## src/rtl/ps2_kbd_ctrl_if.sv

```systemverilog
// Bundles the PS/2 byte-receiver inputs, the key-event FIFO head, and the status signals
// of the keyboard sequencer. The slave side is the controller; the master side drives it.
interface ps2_kbd_ctrl_if;
  logic [7:0] rx_data;
  logic       rx_valid;
  logic       rx_error;
  logic       ps2_clk_out;
  logic [7:0] key_code;
  logic       key_ext;
  logic       key_release;
  logic       key_valid;
  logic       key_ready;
  logic       pause_pulse;
  logic       bat_pulse;
  logic       overflow;
  logic       overflow_clr;

  modport slave (
    input  rx_data, rx_valid, rx_error, key_ready, overflow_clr,
    output ps2_clk_out, key_code, key_ext, key_release, key_valid,
           pause_pulse, bat_pulse, overflow
  );

  modport master (
    output rx_data, rx_valid, rx_error, key_ready, overflow_clr,
    input  ps2_clk_out, key_code, key_ext, key_release, key_valid,
           pause_pulse, bat_pulse, overflow
  );
endinterface

```

## src/rtl/ps2_kbd_ctrl.sv

```systemverilog
// Folds set-2 scancode prefixes (E0/F0/E1) into key events buffered in a FWFT FIFO,
// and inhibits the PS/2 clock for a fixed time after a receive error.
module ps2_kbd_ctrl #(
  parameter int CLK_FREQ   = 28000000,
  parameter int INHIBIT_US = 200,
  parameter int FIFO_DEPTH = 4
) (
  input  logic          clk,
  input  logic          rst_n,
  ps2_kbd_ctrl_if.slave bus
);
  localparam int INHIBIT_TICKS = int'(real'(INHIBIT_US) * real'(CLK_FREQ) / 1.0e6) + 1;
  localparam int TW = $clog2(INHIBIT_TICKS + 1);
  localparam int PW = $clog2(FIFO_DEPTH);
  localparam int CW = PW + 1;
  localparam logic [TW-1:0] TICKS_LD = TW'(INHIBIT_TICKS);
  localparam logic [CW-1:0] DEPTH_C  = CW'(FIFO_DEPTH);

  typedef enum logic [2:0] {
    S_IDLE    = 3'd0,
    S_EXT     = 3'd1,
    S_REL     = 3'd2,
    S_EXTREL  = 3'd3,
    S_PAUSE   = 3'd4,
    S_INHIBIT = 3'd5
  } state_e;

  function automatic logic is_prefix(input logic [7:0] b);
    return (b == 8'hE0) || (b == 8'hE1) || (b == 8'hF0);
  endfunction

  state_e          state_q, state_d;
  logic [2:0]      pcnt_q, pcnt_d;
  logic [TW-1:0]   timer_q, timer_d;
  logic            ps2_clk_q, ps2_clk_d;
  logic            pause_q, pause_d;
  logic            bat_q, bat_d;
  logic            ovf_q, ovf_d;
  logic [9:0]      mem_q [FIFO_DEPTH];
  logic [9:0]      mem_d [FIFO_DEPTH];
  logic [PW-1:0]   rd_ptr_q, rd_ptr_d;
  logic [PW-1:0]   wr_ptr_q, wr_ptr_d;
  logic [CW-1:0]   count_q, count_d;
  logic [9:0]      head_q, head_d;
  logic            valid_q, valid_d;

  logic            push_s;
  logic [9:0]      push_ent_s;
  logic            pop_s;
  logic            push_ok_s;

  // Decoder FSM: an error outranks any byte; nothing is consumed while inhibiting.
  always_comb begin
    state_d    = state_q;
    pcnt_d     = pcnt_q;
    timer_d    = timer_q;
    push_s     = 1'b0;
    push_ent_s = 10'd0;
    pause_d    = 1'b0;
    bat_d      = 1'b0;
    if (state_q == S_INHIBIT) begin
      if (timer_q <= TW'(1)) begin
        state_d = S_IDLE;
        timer_d = {TW{1'b0}};
      end else begin
        timer_d = timer_q - TW'(1);
      end
    end else if (bus.rx_error) begin
      state_d = S_INHIBIT;
      timer_d = TICKS_LD;
      pcnt_d  = 3'd0;
    end else if (bus.rx_valid) begin
      case (state_q)
        S_IDLE: begin
          case (bus.rx_data)
            8'hE0: state_d = S_EXT;
            8'hF0: state_d = S_REL;
            8'hE1: begin
              state_d = S_PAUSE;
              pcnt_d  = 3'd7;
            end
            8'hAA: bat_d = 1'b1;
            8'h00, 8'hFF, 8'hFC: state_d = S_IDLE;
            default: begin
              push_s     = 1'b1;
              push_ent_s = {2'b00, bus.rx_data};
            end
          endcase
        end
        S_EXT: begin
          if (bus.rx_data == 8'hF0) begin
            state_d = S_EXTREL;
          end else if ((bus.rx_data == 8'hE0) || (bus.rx_data == 8'hE1)) begin
            state_d = S_IDLE;
          end else begin
            push_s     = 1'b1;
            push_ent_s = {2'b10, bus.rx_data};
            state_d    = S_IDLE;
          end
        end
        S_REL, S_EXTREL: begin
          state_d = S_IDLE;
          if (is_prefix(bus.rx_data)) begin
            push_s = 1'b0;
          end else begin
            push_s     = 1'b1;
            push_ent_s = {(state_q == S_EXTREL), 1'b1, bus.rx_data};
          end
        end
        S_PAUSE: begin
          if (pcnt_q <= 3'd1) begin
            pause_d = 1'b1;
            pcnt_d  = 3'd0;
            state_d = S_IDLE;
          end else begin
            pcnt_d = pcnt_q - 3'd1;
          end
        end
        default: state_d = S_IDLE;
      endcase
    end else begin
      state_d = state_q;
    end
    ps2_clk_d = (state_d != S_INHIBIT);
  end

  // Event FIFO: a pop frees the slot a same-cycle push into a full FIFO needs.
  always_comb begin
    pop_s     = bus.key_ready && valid_q;
    push_ok_s = push_s && ((count_q != DEPTH_C) || pop_s);
    mem_d     = mem_q;
    wr_ptr_d  = wr_ptr_q;
    rd_ptr_d  = rd_ptr_q;
    count_d   = count_q;
    if (push_ok_s) begin
      mem_d[wr_ptr_q] = push_ent_s;
      wr_ptr_d        = wr_ptr_q + PW'(1);
    end else begin
      wr_ptr_d = wr_ptr_q;
    end
    if (pop_s) begin
      rd_ptr_d = rd_ptr_q + PW'(1);
    end else begin
      rd_ptr_d = rd_ptr_q;
    end
    case ({push_ok_s, pop_s})
      2'b10:   count_d = count_q + CW'(1);
      2'b01:   count_d = count_q - CW'(1);
      default: count_d = count_q;
    endcase
    if (push_s && !push_ok_s) begin
      ovf_d = 1'b1;
    end else if (bus.overflow_clr) begin
      ovf_d = 1'b0;
    end else begin
      ovf_d = ovf_q;
    end
    valid_d = (count_d != {CW{1'b0}});
    if (valid_d) begin
      head_d = mem_d[rd_ptr_d];
    end else begin
      head_d = head_q;
    end
  end

  // State, timer, FIFO storage and registered outputs.
  always_ff @(posedge clk or negedge rst_n) begin
    if (!rst_n) begin
      state_q   <= S_IDLE;
      pcnt_q    <= 3'd0;
      timer_q   <= {TW{1'b0}};
      ps2_clk_q <= 1'b1;
      pause_q   <= 1'b0;
      bat_q     <= 1'b0;
      ovf_q     <= 1'b0;
      mem_q     <= '{default: 10'd0};
      rd_ptr_q  <= {PW{1'b0}};
      wr_ptr_q  <= {PW{1'b0}};
      count_q   <= {CW{1'b0}};
      head_q    <= 10'd0;
      valid_q   <= 1'b0;
    end else begin
      state_q   <= state_d;
      pcnt_q    <= pcnt_d;
      timer_q   <= timer_d;
      ps2_clk_q <= ps2_clk_d;
      pause_q   <= pause_d;
      bat_q     <= bat_d;
      ovf_q     <= ovf_d;
      mem_q     <= mem_d;
      rd_ptr_q  <= rd_ptr_d;
      wr_ptr_q  <= wr_ptr_d;
      count_q   <= count_d;
      head_q    <= head_d;
      valid_q   <= valid_d;
    end
  end

  assign bus.ps2_clk_out = ps2_clk_q;
  assign bus.key_code    = head_q[7:0];
  assign bus.key_ext     = head_q[9];
  assign bus.key_release = head_q[8];
  assign bus.key_valid   = valid_q;
  assign bus.pause_pulse = pause_q;
  assign bus.bat_pulse   = bat_q;
  assign bus.overflow    = ovf_q;
endmodule
```

## src/flat_wrapper.sv

```systemverilog
// flat-port wrapper written by rule: the top's interface ports become plain ports
module ps2_kbd_ctrl_flat 
#(
  parameter int CLK_FREQ   = 28000000,
  parameter int INHIBIT_US = 200,
  parameter int FIFO_DEPTH = 4
)
  (clk, rst_n, bus_rx_data, bus_rx_valid, bus_rx_error, bus_key_ready, bus_overflow_clr, bus_ps2_clk_out, bus_key_code, bus_key_ext, bus_key_release, bus_key_valid, bus_pause_pulse, bus_bat_pulse, bus_overflow);
  ps2_kbd_ctrl_if bus_i ();
  input  logic clk;
  input  logic rst_n;
  input wire logic [$bits(bus_i.rx_data)-1:0] bus_rx_data;
  input wire logic [$bits(bus_i.rx_valid)-1:0] bus_rx_valid;
  input wire logic [$bits(bus_i.rx_error)-1:0] bus_rx_error;
  input wire logic [$bits(bus_i.key_ready)-1:0] bus_key_ready;
  input wire logic [$bits(bus_i.overflow_clr)-1:0] bus_overflow_clr;
  output wire logic [$bits(bus_i.ps2_clk_out)-1:0] bus_ps2_clk_out;
  output wire logic [$bits(bus_i.key_code)-1:0] bus_key_code;
  output wire logic [$bits(bus_i.key_ext)-1:0] bus_key_ext;
  output wire logic [$bits(bus_i.key_release)-1:0] bus_key_release;
  output wire logic [$bits(bus_i.key_valid)-1:0] bus_key_valid;
  output wire logic [$bits(bus_i.pause_pulse)-1:0] bus_pause_pulse;
  output wire logic [$bits(bus_i.bat_pulse)-1:0] bus_bat_pulse;
  output wire logic [$bits(bus_i.overflow)-1:0] bus_overflow;
  assign bus_i.rx_data = bus_rx_data;
  assign bus_i.rx_valid = bus_rx_valid;
  assign bus_i.rx_error = bus_rx_error;
  assign bus_i.key_ready = bus_key_ready;
  assign bus_i.overflow_clr = bus_overflow_clr;
  assign bus_ps2_clk_out = bus_i.ps2_clk_out;
  assign bus_key_code = bus_i.key_code;
  assign bus_key_ext = bus_i.key_ext;
  assign bus_key_release = bus_i.key_release;
  assign bus_key_valid = bus_i.key_valid;
  assign bus_pause_pulse = bus_i.pause_pulse;
  assign bus_bat_pulse = bus_i.bat_pulse;
  assign bus_overflow = bus_i.overflow;
  ps2_kbd_ctrl #(.CLK_FREQ(CLK_FREQ), .INHIBIT_US(INHIBIT_US), .FIFO_DEPTH(FIFO_DEPTH)) u_core (.clk(clk), .rst_n(rst_n), .bus(bus_i));
endmodule
```

## config.mk

```make
export PLATFORM = sky130hd
export DESIGN_NAME = ps2_kbd_ctrl_flat
export DESIGN_NICKNAME = d
export VERILOG_FILES = /design/src/rtl/ps2_kbd_ctrl_if.sv /design/src/rtl/ps2_kbd_ctrl.sv /design/src/flat_wrapper.sv
export SDC_FILE = /design/constraint.sdc
export NUM_CORES = 1
export LEC_CHECK = 0
export CAP_MARGIN = 30
export CORE_ASPECT_RATIO = 1.5
export CORE_MARGIN = 4
export CORE_UTILIZATION = 60
export DETAILED_ROUTE_END_ITERATION = 10
export DONT_BUFFER_PORTS = 1
export PLACE_DENSITY = 0.76
export SLEW_MARGIN = 20
export SYNTH_ARGS = -nofsm -noshare
export SYNTH_HDL_FRONTEND = slang
export SYNTH_SLANG_ARGS = --single-unit
```

## constraint.sdc

```tcl
create_clock -name clk -period 5.66 [get_ports clk]
set_input_delay 1.132 -clock clk [delete_from_list [all_inputs] [get_ports clk]]
set_output_delay 1.132 -clock clk [all_outputs]
set_load 0.02 [all_outputs]
```

==> results.json <==
{
  "status": "finished clean",
  "grt_max_degree": 82,
  "wl_um": 9570,
  "clk_latency_ns": 0.36,
  "die_x_um": 76.9,
  "ctsLongestPathBuffers": 2,
  "multi_input_area_um2": 2030,
  "synth_common_cells": "dfrtp_1, nand2_1, o21ai_0",
  "cp.arrival_ns": 4.29,
  "cts_hold_buffers": 0,
  "die_h_um": 111,
  "synth-xor-area-share_pct": 1.23,
  "synth_compound_area_share_pct": 14.9,
  "cts-resized-gates": 0,
  "synth_cell_type_count": 61,
  "synth_top_area_cell": "dfrtp_1",
  "path_clk_slew_ns": 0.08,
  "drtPass1Iterations": 4,
  "yosysMostFrequentCell": "dfrtp_1",
  "synthesis.area_um2": 4280,
  "critPathKind": "primary input to register",
  "post-route-util_pct": 64.0,
  "final_nets": 444,
  "cp.required_ns": 5.91,
  "cts_tree": "done",
  "grt_first_pass_wirelength_um": 15900,
  "hold_viol": 0,
  "finalMaxSlewViolations": 0,
  "power_density_nw_per_um2": 406,
  "critPathLaunchType": "primary input",
  "layout-drive-gt1-share_pct": 15.0,
  "root_buffer": "clkbuf_8",
  "rsz0062_at_grt": "no",
  "place_area_um2": 4230,
  "crit_buf_inv": 0,
  "tns_ns": 0,
  "htreeDepth": 3,
  "crit_path_cell_trace": "or4_4 -> a211oi_4 -> nor3_2 -> nor2_1 -> fa_1 -> or3b_1 -> a21oi_2 -> mux2_2",
  "yosys.area_share.simple_pct": 19.9,
  "drt_iter0_drc": 248,
  "die-area_um2": 8570,
  "numPortBuffers": 0,
  "route.detailed.drc": 0,
  "core_um2": 6900,
  "reg2reg_depth": 8,
  "fill_cells": 572,
  "wire_per_inst_um": 19.0,
  "via_per_inst": 6.46,
  "stdcell_area_um2": 4420,
  "hold_class": "primary input to async pin",
  "synth_nets": 459,
  "synth_adder_area_share_pct": 2.81,
  "synth_top_area_share_pct": 46.8,
  "period_needed_ns": 4.04,
  "critPathMaxStageDelay_ns": 0.72,
  "syn_to_final_growth_pct": 3.34,
  "initial_core_util_pct": 62.0,
  "tightestPinTransition_ns": 0.944,
  "finalPower_mw": 1.79,
  "ioPinCount": 29,
  "place_congestion": 0.856,
  "grt.overflow.total": 0,
  "syn-instance-count": 436,
  "reg2reg_to": "u_core.head_q[9]",
  "synth_seq_cells": 81,
  "dp_hpwl_um": 6450,
  "cts_sinks": 81,
  "reg2reg_from": "u_core.state_q[0]",
  "synth_edf_count": 0,
  "finalCritPeriodShare_pct": 71.5,
  "synth_top_flop_cell": "dfrtp_1",
  "netlist_top_cells_area": "dfrtp_1, nand2_1, mux2_2",
  "cts_made_buffers": 9,
  "yosys_warnings": 0,
  "rrSetupSlack_ns": 1.82,
  "slowest_stage": "a21oi_2",
  "diodes": 0,
  "holdWs_ns": 0.466,
  "synthMuxAreaShare_pct": 8.49,
  "p_leak_nw": 1.93,
  "end_kind": "register",
  "setup_viol": 0,
  "vias": 3255,
  "grt_usage_pct": 23.8,
  "syn-mean-instance-area_um2": 9.81,
  "async_reset_ff_share_pct": 100,
  "first_global_vias": 3285,
  "synth_top_family_by_area": "simple AND/OR/NAND/NOR gates",
  "maxSlewHeadroom_pct": 37.0,
  "crit_fanout": 11,
  "crit_family": "simple AND/OR/NAND/NOR gates",
  "seqCellArea_um2": 2030,
  "fmax_mhz": 247,
  "antenna_found_initial": 0,
  "fp-row-count": 37,
  "max_cap_viol_count": 0,
  "fin_skew_ns": 0.00904,
  "ir_drop_uv": 333,
  "cts_setup_buffers": 0,
  "seq_area_frac_synth_pct": 47.4,
  "antenna_left": 0
}
==> per-layer routing <==
metal  vias to the layer above  global-route usage, %  share of wire, %  routed length [µm]
met3                        24                   4.61               4.9                 470
li1                       1531                      -                 -                   -
met1                      1619                   27.9                40                3870
met2                        81                   38.5                52                4930
met4                         0                   17.4               3.1                 294
met5                         -                      0                 0                   0
==> through the flow <==
stage	cells	worst slack, ns
global route	504	1.48
finish	504	1.62
global placement	487	1.29
floorplan	436	1.73
detailed placement	488	1.18
CTS	504	1.57
==> sequential cells by signal (all words and copies together), names as in the netlist <==
name and cells:
u_core.bus.bat_pulse 1, u_core.bus.key_valid 1, u_core.bus.overflow 1, u_core.bus.pause_pulse 1
u_core.bus.ps2_clk_out 1, u_core.count_q 3, u_core.head_q 10, u_core.mem_q 40
u_core.pcnt_q 3, u_core.rd_ptr_q 2, u_core.state_q 3, u_core.timer_q 13
u_core.wr_ptr_q 2
==> kinds of logic (layout without fill, tap and decap cells) <==
kind of cell | Yosys count | in the layout
simple gates | 173 | 173
compound gates | 95 | 95
flops | 81 | 81
buf+inv | 43 | 33
mux | 29 | 29
fa+ha+maj | 9 | 9
xor+xnor | 6 | 6
==> layout make-up <==
cell class	instances	share of cell area, %
Inverter	14	1.19
Tap cell	78	2.21
Clock buffer	10	2.89
Timing Repair Buffer	3	0.510
Clock inverter	6	1.33
Multi-Input combinational cell	312	46.0
Sequential cell	81	45.9
==> placed cells by master, fill, tap and decap left out, types with 3 or more instances in the layout <==
cell       n
dfrtp_1   80
nand2_1   76
o21ai_0   36
nor3_1    30
nor2_1    22
o221ai_1  20
mux2_2    18
inv_1     14
mux2_4    10
o22ai_1   10
clkbuf_8   9
ha_1       8
nand3_1    6
nand2b_1   5
a21oi_1    5
clkinv_2   4
nor4_1     3
or2_2      3
o21ai_1    3
xnor2_1    3
a31oi_1    3
and2_1     3
o311ai_0   3
buf_4      3
==> where the power goes <==
part	total, mW	switching, mW	internal (mW)
clock	0.411	0.209	0.202
sequential	0.765	0.106	0.659
combinational	0.616	0.316	0.300
==> worst max-delay path by stage <==
stage | start | endpoint | slack [ns] | depth (start not counted)
2_1_floorplan | bus_rx_data[1] | u_core.head_q[0] | 1.73 | 10
3_3_place_gp | bus_rx_data[1] | u_core.head_q[9] | 1.29 | 8
3_5_place_dp | bus_rx_data[1] | u_core.head_q[9] | 1.18 | 8
4_1_cts | bus_rx_data[1] | u_core.head_q[9] | 1.57 | 8
5_1_grt | bus_rx_data[1] | u_core.head_q[9] | 1.48 | 8
6_report | bus_rx_data[1] | u_core.head_q[9] | 1.62 | 8
Power figures use the tool's default switching activity.
